==> config.mk <==
export PLATFORM = sky130hd
export DESIGN_NAME = ols_frame_sched
export DESIGN_NICKNAME = d
export VERILOG_FILES = /design/src/rtl/ols_pkg.sv /design/src/rtl/ols_sample_buf.sv /design/src/rtl/ols_frame_sched.sv
export SDC_FILE = /design/constraint.sdc
export NUM_CORES = 1
export LEC_CHECK = 0
export ABC_AREA = 0
export BUFFER_PORTS_ARGS = -buffer_cell sky130_fd_sc_hd__clkbuf_2
export CORE_ASPECT_RATIO = 1.1
export CORE_MARGIN = 2
export CORE_UTILIZATION = 60
export CTS_CLUSTER_SIZE = 30
export DETAILED_ROUTE_END_ITERATION = 16
export GPL_TIMING_DRIVEN = 0
export HOLD_SLACK_MARGIN = 0.08
export PLACE_DENSITY = 0.79
export SYNTH_ARGS = -nofsm -noshare
export SYNTH_HDL_FRONTEND = slang
export SYNTH_SLANG_ARGS = --single-unit
==> constraint.sdc <==
create_clock -name i_clk -period 3.98 [get_ports i_clk]
set_input_delay 0.199 -clock i_clk [delete_from_list [all_inputs] [get_ports i_clk]]
set_output_delay 0.199 -clock i_clk [all_outputs]
set_load 0.01 [all_outputs]
==> src/rtl/ols_pkg.sv <==
// rtl/ols_pkg.sv - shared definitions for the overlap-save frame chain
// Purpose: clog2 helper, FSM state encoding and default frame geometry,
//          shared by ols_frame_sched, ols_sample_buf and discard_half.
// Ports:   none (package).
package ols_pkg;

  // Number of bits needed to index 'value' entries.
  function automatic int clog2(input int value);
    int r;
    r = 0;
    while ((1 << r) < value) r++;
    return r;
  endfunction

  typedef enum logic {
    ST_FILL = 1'b0,
    ST_EMIT = 1'b1
  } ols_state_t;

  localparam int NFFT_DEF    = 32;
  localparam int DISCARD_DEF = 16;
  // New samples gathered per steady-state frame.
  localparam int NEW_LEN     = NFFT_DEF - DISCARD_DEF;

endpackage

==> src/rtl/ols_sample_buf.sv <==
// rtl/ols_sample_buf.sv - NFFT-entry circular sample store for the scheduler
// Purpose: NFFT x 2W register file, one synchronous write port, one
//          asynchronous read port. With OLS_ZERO_PRIME_EN defined the whole
//          array is cleared on i_rst so the first frame's overlap reads as 0.
// Ports:   i_clk    clock
//          i_rst    synchronous active-high clear (only with OLS_ZERO_PRIME_EN)
//          i_we     write enable
//          i_waddr  write address
//          i_wdata  {re, im} sample to store
//          i_raddr  read address
//          o_rdata  {re, im} sample at i_raddr (combinational)
module ols_sample_buf import ols_pkg::*; #(
  parameter int W    = 16,
  parameter int NFFT = NFFT_DEF
) (
  input  logic                     i_clk,
`ifdef OLS_ZERO_PRIME_EN
  input  logic                     i_rst,
`endif
  input  logic                     i_we,
  input  logic [clog2(NFFT)-1:0]   i_waddr,
  input  logic [2*W-1:0]           i_wdata,
  input  logic [clog2(NFFT)-1:0]   i_raddr,
  output logic [2*W-1:0]           o_rdata
);

  logic [2*W-1:0] r_mem [NFFT];

  always_ff @(posedge i_clk) begin
`ifdef OLS_ZERO_PRIME_EN
    if (i_rst) begin
      for (int i = 0; i < NFFT; i++) r_mem[i] <= '0;
    end else
`endif
    if (i_we) begin
      r_mem[i_waddr] <= i_wdata;
    end
  end

  assign o_rdata = r_mem[i_raddr];

endmodule

==> src/rtl/ols_frame_sched.sv <==
// rtl/ols_frame_sched.sv - overlap-save frame scheduler feeding the FFT
// Purpose: collects a complex sample stream into NFFT-sample frames made of
//          DISCARD carried samples plus NFFT-DISCARD new ones, and streams
//          each frame out with first/last/index framing.
// Config:  OLS_ZERO_PRIME_EN - buffer cleared on reset; first frame leaves
//          after NFFT-DISCARD accepts with zero overlap. Undefined: first
//          frame waits for NFFT accepts.
// Ports:   i_clk, i_rst         clock, synchronous active-high reset
//          i_valid, i_x_re/im   input sample stream
//          o_in_ready           sample accepted when i_valid && o_in_ready
//          o_valid, i_ready     output handshake
//          o_y_re/im            output sample
//          o_first, o_last      beat 0 / beat NFFT-1 markers
//          o_idx                beat index within frame
//          o_busy               frame emission in progress
module ols_frame_sched import ols_pkg::*; #(
  parameter int W       = 16,
  parameter int NFFT    = NFFT_DEF,
  parameter int DISCARD = NFFT_DEF - NEW_LEN
) (
  input  logic                   i_clk,
  input  logic                   i_rst,
  input  logic                   i_valid,
  input  logic [W-1:0]           i_x_re,
  input  logic [W-1:0]           i_x_im,
  output logic                   o_in_ready,
  output logic                   o_valid,
  input  logic                   i_ready,
  output logic [W-1:0]           o_y_re,
  output logic [W-1:0]           o_y_im,
  output logic                   o_first,
  output logic                   o_last,
  output logic [clog2(NFFT)-1:0] o_idx,
  output logic                   o_busy
);

  localparam int AW = clog2(NFFT);
  localparam int CW = AW + 1;
  localparam logic [AW-1:0] ONE_A     = AW'(1);
  localparam logic [CW-1:0] ONE_C     = CW'(1);
  localparam logic [CW-1:0] NEW_CNT   = CW'(NFFT - DISCARD);
  localparam logic [CW-1:0] FULL_CNT  = CW'(NFFT);
  localparam logic [CW-1:0] LAST_BEAT = CW'(NFFT - 1);

  ols_state_t     r_state, w_state_nxt;
  logic [AW-1:0]  r_wr_ptr, r_rd_ptr;
  logic [CW-1:0]  r_new_cnt, r_beat;
  logic           r_valid, r_first, r_last;
  logic [AW-1:0]  r_idx;
  logic [W-1:0]   r_y_re, r_y_im;

  logic           w_in_ready, w_busy;
  logic           w_accept, w_fill_done, w_load, w_xfer, w_xfer_last;
  logic [CW-1:0]  w_target;
  logic [AW-1:0]  w_raddr;
  logic [2*W-1:0] w_rdata;

`ifdef OLS_ZERO_PRIME_EN
  assign w_target = NEW_CNT;
`else
  // Without a cleared buffer the first frame must wait for a full window.
  logic r_primed;
  assign w_target = r_primed ? NEW_CNT : FULL_CNT;
`endif

  assign w_accept    = i_valid && w_in_ready;
  assign w_fill_done = w_accept && ((r_new_cnt + ONE_C) == w_target);
  assign w_xfer      = r_valid && i_ready;
  assign w_xfer_last = w_xfer && r_last;
  // Fetch the next beat whenever the output register is empty or draining.
  assign w_load      = (r_state == ST_EMIT) && (r_beat != FULL_CNT) && (!r_valid || i_ready);
  assign w_raddr     = r_rd_ptr + r_beat[AW-1:0];

  ols_sample_buf #(.W(W), .NFFT(NFFT)) u_buf (
    .i_clk   (i_clk),
`ifdef OLS_ZERO_PRIME_EN
    .i_rst   (i_rst),
`endif
    .i_we    (w_accept),
    .i_waddr (r_wr_ptr),
    .i_wdata ({i_x_re, i_x_im}),
    .i_raddr (w_raddr),
    .o_rdata (w_rdata)
  );

  always_ff @(posedge i_clk) begin
    if (i_rst) r_state <= ST_FILL;
    else       r_state <= w_state_nxt;
  end

  always_comb begin
    w_state_nxt = r_state;
    w_in_ready  = 1'b0;
    w_busy      = 1'b0;
    case (r_state)
      ST_FILL: begin
        w_in_ready = 1'b1;
        if (w_fill_done) w_state_nxt = ST_EMIT;
      end
      ST_EMIT: begin
        w_busy = 1'b1;
        if (w_xfer_last) w_state_nxt = ST_FILL;
      end
      default: w_state_nxt = ST_FILL;
    endcase
  end

  always_ff @(posedge i_clk) begin
    if (i_rst) begin
      r_wr_ptr  <= '0;
      r_rd_ptr  <= '0;
      r_new_cnt <= '0;
      r_beat    <= '0;
      r_valid   <= 1'b0;
      r_first   <= 1'b0;
      r_last    <= 1'b0;
      r_idx     <= '0;
      r_y_re    <= '0;
      r_y_im    <= '0;
`ifndef OLS_ZERO_PRIME_EN
      r_primed  <= 1'b0;
`endif
    end else begin
      if (w_accept) begin
        r_wr_ptr  <= r_wr_ptr + ONE_A;
        r_new_cnt <= r_new_cnt + ONE_C;
      end
      // Oldest sample of the window is the slot just past the final write.
      if (w_fill_done) begin
        r_rd_ptr <= r_wr_ptr + ONE_A;
        r_beat   <= '0;
      end
      if (w_load) begin
        r_valid <= 1'b1;
        r_y_re  <= w_rdata[2*W-1:W];
        r_y_im  <= w_rdata[W-1:0];
        r_idx   <= r_beat[AW-1:0];
        r_first <= (r_beat == '0);
        r_last  <= (r_beat == LAST_BEAT);
        r_beat  <= r_beat + ONE_C;
      end else if (w_xfer) begin
        r_valid <= 1'b0;
      end
      if (w_xfer_last) begin
        r_new_cnt <= '0;
`ifndef OLS_ZERO_PRIME_EN
        r_primed  <= 1'b1;
`endif
      end
    end
  end

  assign o_in_ready = w_in_ready;
  assign o_busy     = w_busy;
  assign o_valid    = r_valid;
  assign o_y_re     = r_y_re;
  assign o_y_im     = r_y_im;
  assign o_first    = r_first;
  assign o_last     = r_last;
  assign o_idx      = r_idx;

endmodule

==> results.yml, run 1 <==
run_status:
  outcome: "completed"
route:
  wire_per_inst_um: 32.4
  drt_pre_antenna_iters: 8
  vias_per_cell: 6.77
  wl_mm: 101
  first_iter_violations: 2713
  drc: 0
  dr_total_vias: 21190
  ant_nets: 0
cts:
  htreeDepth: 3
  insertion_delay_ps: 660
  clkTransAtPathRegs_ps: 70
  cts_sinks: 1088
  cts-buffers-inserted: 103
  cts_root_buf: "clkbuf_16"
  clock_path_buffers: 3
  cts_setup_buffers: 0
  tritoncts: "yes"
job:
  drv_cap: 0
synth:
  ys.warnings.count: 0
  synth.most_common_cell: "edfxtp_1"
  syn_inst: 1903
  yosysTopAreaCellShare_pct: 73.7
  synth_area_leaders: "edfxtp_1, mux4_2, dfxtp_1, mux2_2, mux2i_1"
  dominantRegCellSynth: "edfxtp_1"
  ys_top_cells_by_count: "edfxtp_1, mux4_2, nor2_1"
  synth-seq-cells: 1088
  synth_seq_area_share_pct: 76.8
  synth-edff-count: 1024
  ys_types: 47
  synth_top_area_cell: "edfxtp_1"
  syn_nets: 1952
  syn_area_mm2: 0.0417
  avgSynthCellArea_um2: 21.9
  async_reset_ff_share_pct: 0
placement:
  port_buffers: 76
  dp_hpwl_mm: 63.1
  gp_congestion: 0.902
  dpl_cell_area_mm2: 0.0441
  dp_slack_ps: -268
power:
  pwr-share-comb_pct: 1.7
  p_int_mw: 18.5
  seqPwrFrac_pct: 54.9
  leakage_nw: 14.8
  p_clk_share_pct: 43.5
  power.switching_mw: 4.47
  p_sw_share_pct: 19.5
  p_per_area_mw_per_mm2: 482
  vdd_ir_drop_max_mv: 0.451
setup_path:
  critPathSlowestCell: "fa_1"
  slowest_delay_ps: 770
  crit_buf_inv: 3
  critical_path.startpoint_type: "flop"
  endpoint_kind: "flop"
  worstPathMaxFanout: 10
  worstPathRequired_ps: 4470
  path_class: "flop to flop"
  crit_chain: "ha_1 > inv_1 > fa_1 > clkbuf_2 > buf_1 > mux4_2 > mux2_2 > a22oi_1 > a311oi_1"
  cp.arrival_ps: 4430
  critPathTopFamily: "buffers and inverters"
timing:
  tightest_slew_ps: 1080
  hold-worst-slack_ps: 144
  hold_viol: 0
  setup_ws_ps: 42.1
  max_slew_margin_pct: 28.2
  skew_ps: 32.3
  min_period_ps: 3940
  finalSetupViolCount: 0
  fmax_mhz: 254
  rsz0062_at_grt: "true"
  post-route-period-util_pct: 98.9
  slew_viol_final: 0
floorplan:
  start_util_pct: 60.6
  ioPinCount: 78
  die_h_um: 281
  coreArea_mm2: 0.0689
  row_count: 101
  die_x_um: 255
  die_area_mm2: 0.0717
grt:
  gr-total-overflow: 0
  antenna_found_initial: 1
  grt_pass1_wl_mm: 147
  grt_usage_pct: 28.9
  grt_max_degree: 33
  grt_pass1_vias: 21919
cells_and_area:
  finalInstanceArea_mm2: 0.0476
  drive_above_1_share_pct: 30.6
  syn2layout_area_growth_pct: 14.1
  nNetsFinal: 2166
worst_hold_path:
  hp-class: "primary input to flop"
[worst paths after layout]
kind / from / end / slack [ps] / depth (start not counted)
max: r_beat[0] / o_y_re[11] / 40 / 9
min: i_x_re[2] / u_buf.r_mem[3][18] / 140 / 1
max reg2reg: r_beat[0] / o_y_re[11] / 40 / 9
min reg2reg: o_idx[1] / o_idx[1] / 460 / 2
[placed cells by master, fill, tap and decap left out, types with 3 or more instances in the layout]
master / instances
nor2_1: 61
edfxtp_1: 1024
mux2i_1: 66
buf_2: 32
nand2b_1: 3
xnor2_1: 6
o21a_1: 3
a311oi_1: 32
dfxtp_1: 64
clkinv_1: 20
nand2_1: 26
nand3_1: 7
clkinv_2: 22
o22a_1: 32
buf_1: 7
buf_12: 32
nor2_4: 32
xor2_1: 11
bufinv_16: 15
a31oi_1: 4
a211oi_2: 4
a21oi_1: 12
and3_1: 3
clkinvlp_4: 3
mux4_2: 256
nand4_1: 3
clkbuf_2: 90
a22oi_1: 32
clkbuf_16: 105
inv_1: 8
ha_1: 12
mux2_2: 64
clkbuf_1: 71
[flip-flops by register name, indices dropped and copies added (netlist names)]
signal / count
r_rd_ptr: 5
r_wr_ptr: 5
r_state: 1
r_beat: 6
o_y_re: 16
r_primed: 1
r_new_cnt: 6
o_valid: 1
o_first: 1
o_last: 1
o_y_im: 16
o_idx: 5
u_buf.r_mem: 1024
[timing repair]
action,CTS,global route
endpoints found under the setup margin,32,14
resized for setup,12,15
hold buffers,1,0
hold endpoints to repair,10,0
[through the flow]
stage	utilization (%)	power (mW)	cells	TNS [ps]
6_report	69.1	23.0	3130	0
5_1_grt	69.1	23.4	3128	-44.0
4_1_cts	69.1	23.0	3128	0
3_5_place_dp	64.1	13.2	2938	-5530
3_3_place_gp	62.8	13.2	2906	-800750
2_1_floorplan	-	13.0	1903	0
[worst reg2reg max path: stages, from the launching register on]
cell and delay [ps]:
dfxtp_1 430, ha_1 210, inv_1 50, fa_1 770, clkbuf_2 450, buf_1 630
mux4_2 410, mux2_2 300, a22oi_1 290, a311oi_1 200
[cell families after synthesis]
logic type | share of synthesized area, %
DFF | 76.8
adders and majority gates | 0.408
muxes | 17.1
buffers and inverters | 1.17
AOI/OAI and AO/OA | 2.55
and+or+nand+nor | 1.57
xor gates and xnor gates | 0.378
[metal layers]
layer,global-route usage [%],up-vias,share of wire (%)
li1,-,8416,-
met1,37.6,10952,36
met2,46.2,1509,49
met3,6.86,311,11
met4,14.6,2,5.2
met5,0,-,0.011
[power groups by stage]
stage	clock network (mW)	logic [mW]	registers (mW)
2_1_floorplan	0	0.121	12.8
3_3_place_gp	0	0.322	12.8
3_5_place_dp	0	0.375	12.8
4_1_cts	10.0	0.380	12.6
5_1_grt	10.4	0.409	12.6
6_report	9.98	0.384	12.6
[area by class of cell]
class                           instances  area, um^2
Antenna cell                            2        5.00
Buffer                                109         484
Clock buffer                          125        2720
Clock inverter                         64         708
Fill cell                            4004       21300
Inverter                                8        30.0
Multi-Input combinational cell        698        9450
Sequential cell                      1088       32000
Tap cell                              927        1160
Timing Repair Buffer                  109        1030
Note: power is estimated with default switching activity, not from simulation.
==> run 2, diff against run 1 <==
--- a/config.mk
+++ b/config.mk
@@ -15,6 +15,7 @@
 export GPL_TIMING_DRIVEN = 0
 export HOLD_SLACK_MARGIN = 0.08
 export PLACE_DENSITY = 0.79
+export SETUP_SLACK_MARGIN = 0.05
 export SYNTH_ARGS = -nofsm -noshare
 export SYNTH_HDL_FRONTEND = slang
 export SYNTH_SLANG_ARGS = --single-unit
==> run 2 against run 1 <==
  * Largest power group unchanged
  * Sequential power is essentially flat
  * Clock power is essentially flat
  * Critical endpoint is now o_y_im[12]
  * Maximum frequency grew 1.3%
  * Routed wire length is essentially flat
  * Sequential share of layout area is essentially flat
==> results.yml, run 2 (synthesis gave the netlist of run 1 again) <==
run_status:
  outcome: "completed"
power:
  p_sw_share_pct: 19.5
  p_int_mw: 18.5
  leakage_nw: 14.8
  seqPwrFrac_pct: 54.9
  power_mw: 23.0
  p_clk_share_pct: 43.5
  vdd_ir_drop_max_mv: 0.450
  p_per_area_mw_per_mm2: 482
  pwr-share-comb_pct: 1.7
  power.switching_mw: 4.47
grt:
  grt_max_degree: 33
  grt_pass1_wl_mm: 147
  grt_usage_pct: 28.9
  grt_pass1_vias: 21919
  gr-total-overflow: 0
  antenna_found_initial: 1
cts:
  cts_root_buf: "clkbuf_16"
  htreeDepth: 3
  cts_setup_buffers: 0
  cts_sinks: 1088
  cts-buffers-inserted: 103
  clock_path_buffers: 3
  tritoncts: "yes"
  insertion_delay_ps: 670
  clkTransAtPathRegs_ps: 70
floorplan:
  die_area_mm2: 0.0717
  die_x_um: 255
  die_h_um: 281
  row_count: 101
  coreArea_mm2: 0.0689
  ioPinCount: 78
  start_util_pct: 60.6
job:
  drv_cap: 0
timing:
  skew_ps: 40.6
  tightest_slew_ps: 1070
  finalSetupViolCount: 0
  fmax_mhz: 257
  slew_viol_final: 0
  post-route-period-util_pct: 97.7
  rsz0062_at_grt: "true"
  max_slew_margin_pct: 28.4
  hold_viol: 0
  min_period_ps: 3890
route:
  wire_per_inst_um: 32.4
  drt_pre_antenna_iters: 7
  dr_total_vias: 21169
  drc: 0
  vias_per_cell: 6.77
  ant_nets: 0
  wl_mm: 101
  first_iter_violations: 2599
placement:
  port_buffers: 76
  dp_hpwl_mm: 63.1
  gp_congestion: 0.902
cells_and_area:
  syn2layout_area_growth_pct: 14.1
  drive_above_1_share_pct: 30.9
  largest_reg_flops: 1024
  multi_input_area_mm2: 0.00945
  antennaDiodeCount: 0
  nNetsFinal: 2166
  ff_latch_area_mm2: 0.0320
  most-common-layout-cells: "edfxtp_1, mux4_2, clkbuf_16, clkbuf_2, clkbuf_1"
  final_util_pct: 69.1
  regMostFlops: "u_buf.r_mem"
  nFillCells: 4008
  final_common_cell: "edfxtp_1"
worst_hold_path:
  hp-class: "primary input to flop"
  hold-path-cell-count: 1
setup_path:
  cp.arrival_ps: 4390
  critical_path.startpoint_type: "flop"
  path_class: "flop to flop"
  worstPathRequired_ps: 4480
  worstPathMaxFanout: 10
  worstRegToRegCells: 9
  endpoint_kind: "flop"
-- run 2: per-stage QoR --
stage | instances | area (um^2) | hold slack, ps | setup TNS [ps] | setup slack [ps]
floorplan | 1903 | 41700 | 298 | 0 | 930
global placement | 2906 | 43300 | 445 | -800750 | -1110
detailed placement | 2938 | 44100 | 458 | -5530 | -268
CTS | 3128 | 47600 | 114 | 0 | 67.3
global route | 3128 | 47600 | 182 | 0 | 28.6
finish | 3128 | 47600 | 148 | 0 | 92.1
-- run 2: final cells by class --
| cell class | count | share of cell area [%] |
|---|---|---|
| flip-flops and latches | 1088 | 67.3 |
| multi-input cells | 698 | 19.8 |
| clock buffers | 125 | 5.72 |
| well taps | 927 | 2.44 |
| repair buffers | 109 | 2.17 |
| clock inverters | 64 | 1.49 |
| plain buffers | 109 | 1.02 |
| inverters | 8 | 0.0631 |
-- run 2: final timing paths --
kind / startpoint / end / slack (ps)
worst max-delay path: r_beat[0] / o_y_im[12] / 90
worst min-delay path: i_x_im[2] / u_buf.r_mem[16][2] / 150
worst max register to register: r_beat[0] / o_y_im[12] / 90
worst min register to register: o_idx[1] / o_idx[1] / 460
-- run 2: worst max-delay path, stage by stage, from the launching register on --
cell and delay [ps]:
dfxtp_1 440, ha_1 210, inv_1 50, fa_1 780
clkbuf_2 450, clkbuf_1 620, mux4_2 430, mux2i_1 410
o22a_1 210, a311oi_1 100
-- run 2: metal layers --
| layer | part of all wire (%) | up-vias | track usage [%] | wire, um |
|---|---|---|---|---|
| met5 | 0.011 | - | 0 | 11 |
| met3 | 11 | 290 | 6.86 | 11200 |
| li1 | - | 8420 | - | - |
| met2 | 49 | 1520 | 46.2 | 49100 |
| met4 | 5.0 | 2 | 14.6 | 5050 |
| met1 | 35 | 10937 | 37.6 | 35900 |
-- run 2: what timing repair did --
action,CTS,global route
hold buffers,1,0
endpoints found under the hold margin,10,0
endpoints found under the setup margin,32,25
gates resized for setup,11,31
-- run 2: power groups by stage --
| stage | sequential, mW | combinational, mW | clock (mW) |
|---|---|---|---|
| floorplan | 12.8 | 0.121 | 0 |
| global placement | 12.8 | 0.322 | 0 |
| detailed placement | 12.8 | 0.375 | 0 |
| CTS | 12.6 | 0.380 | 10.0 |
| global route | 12.6 | 0.409 | 10.4 |
| finish | 12.6 | 0.382 | 9.98 |
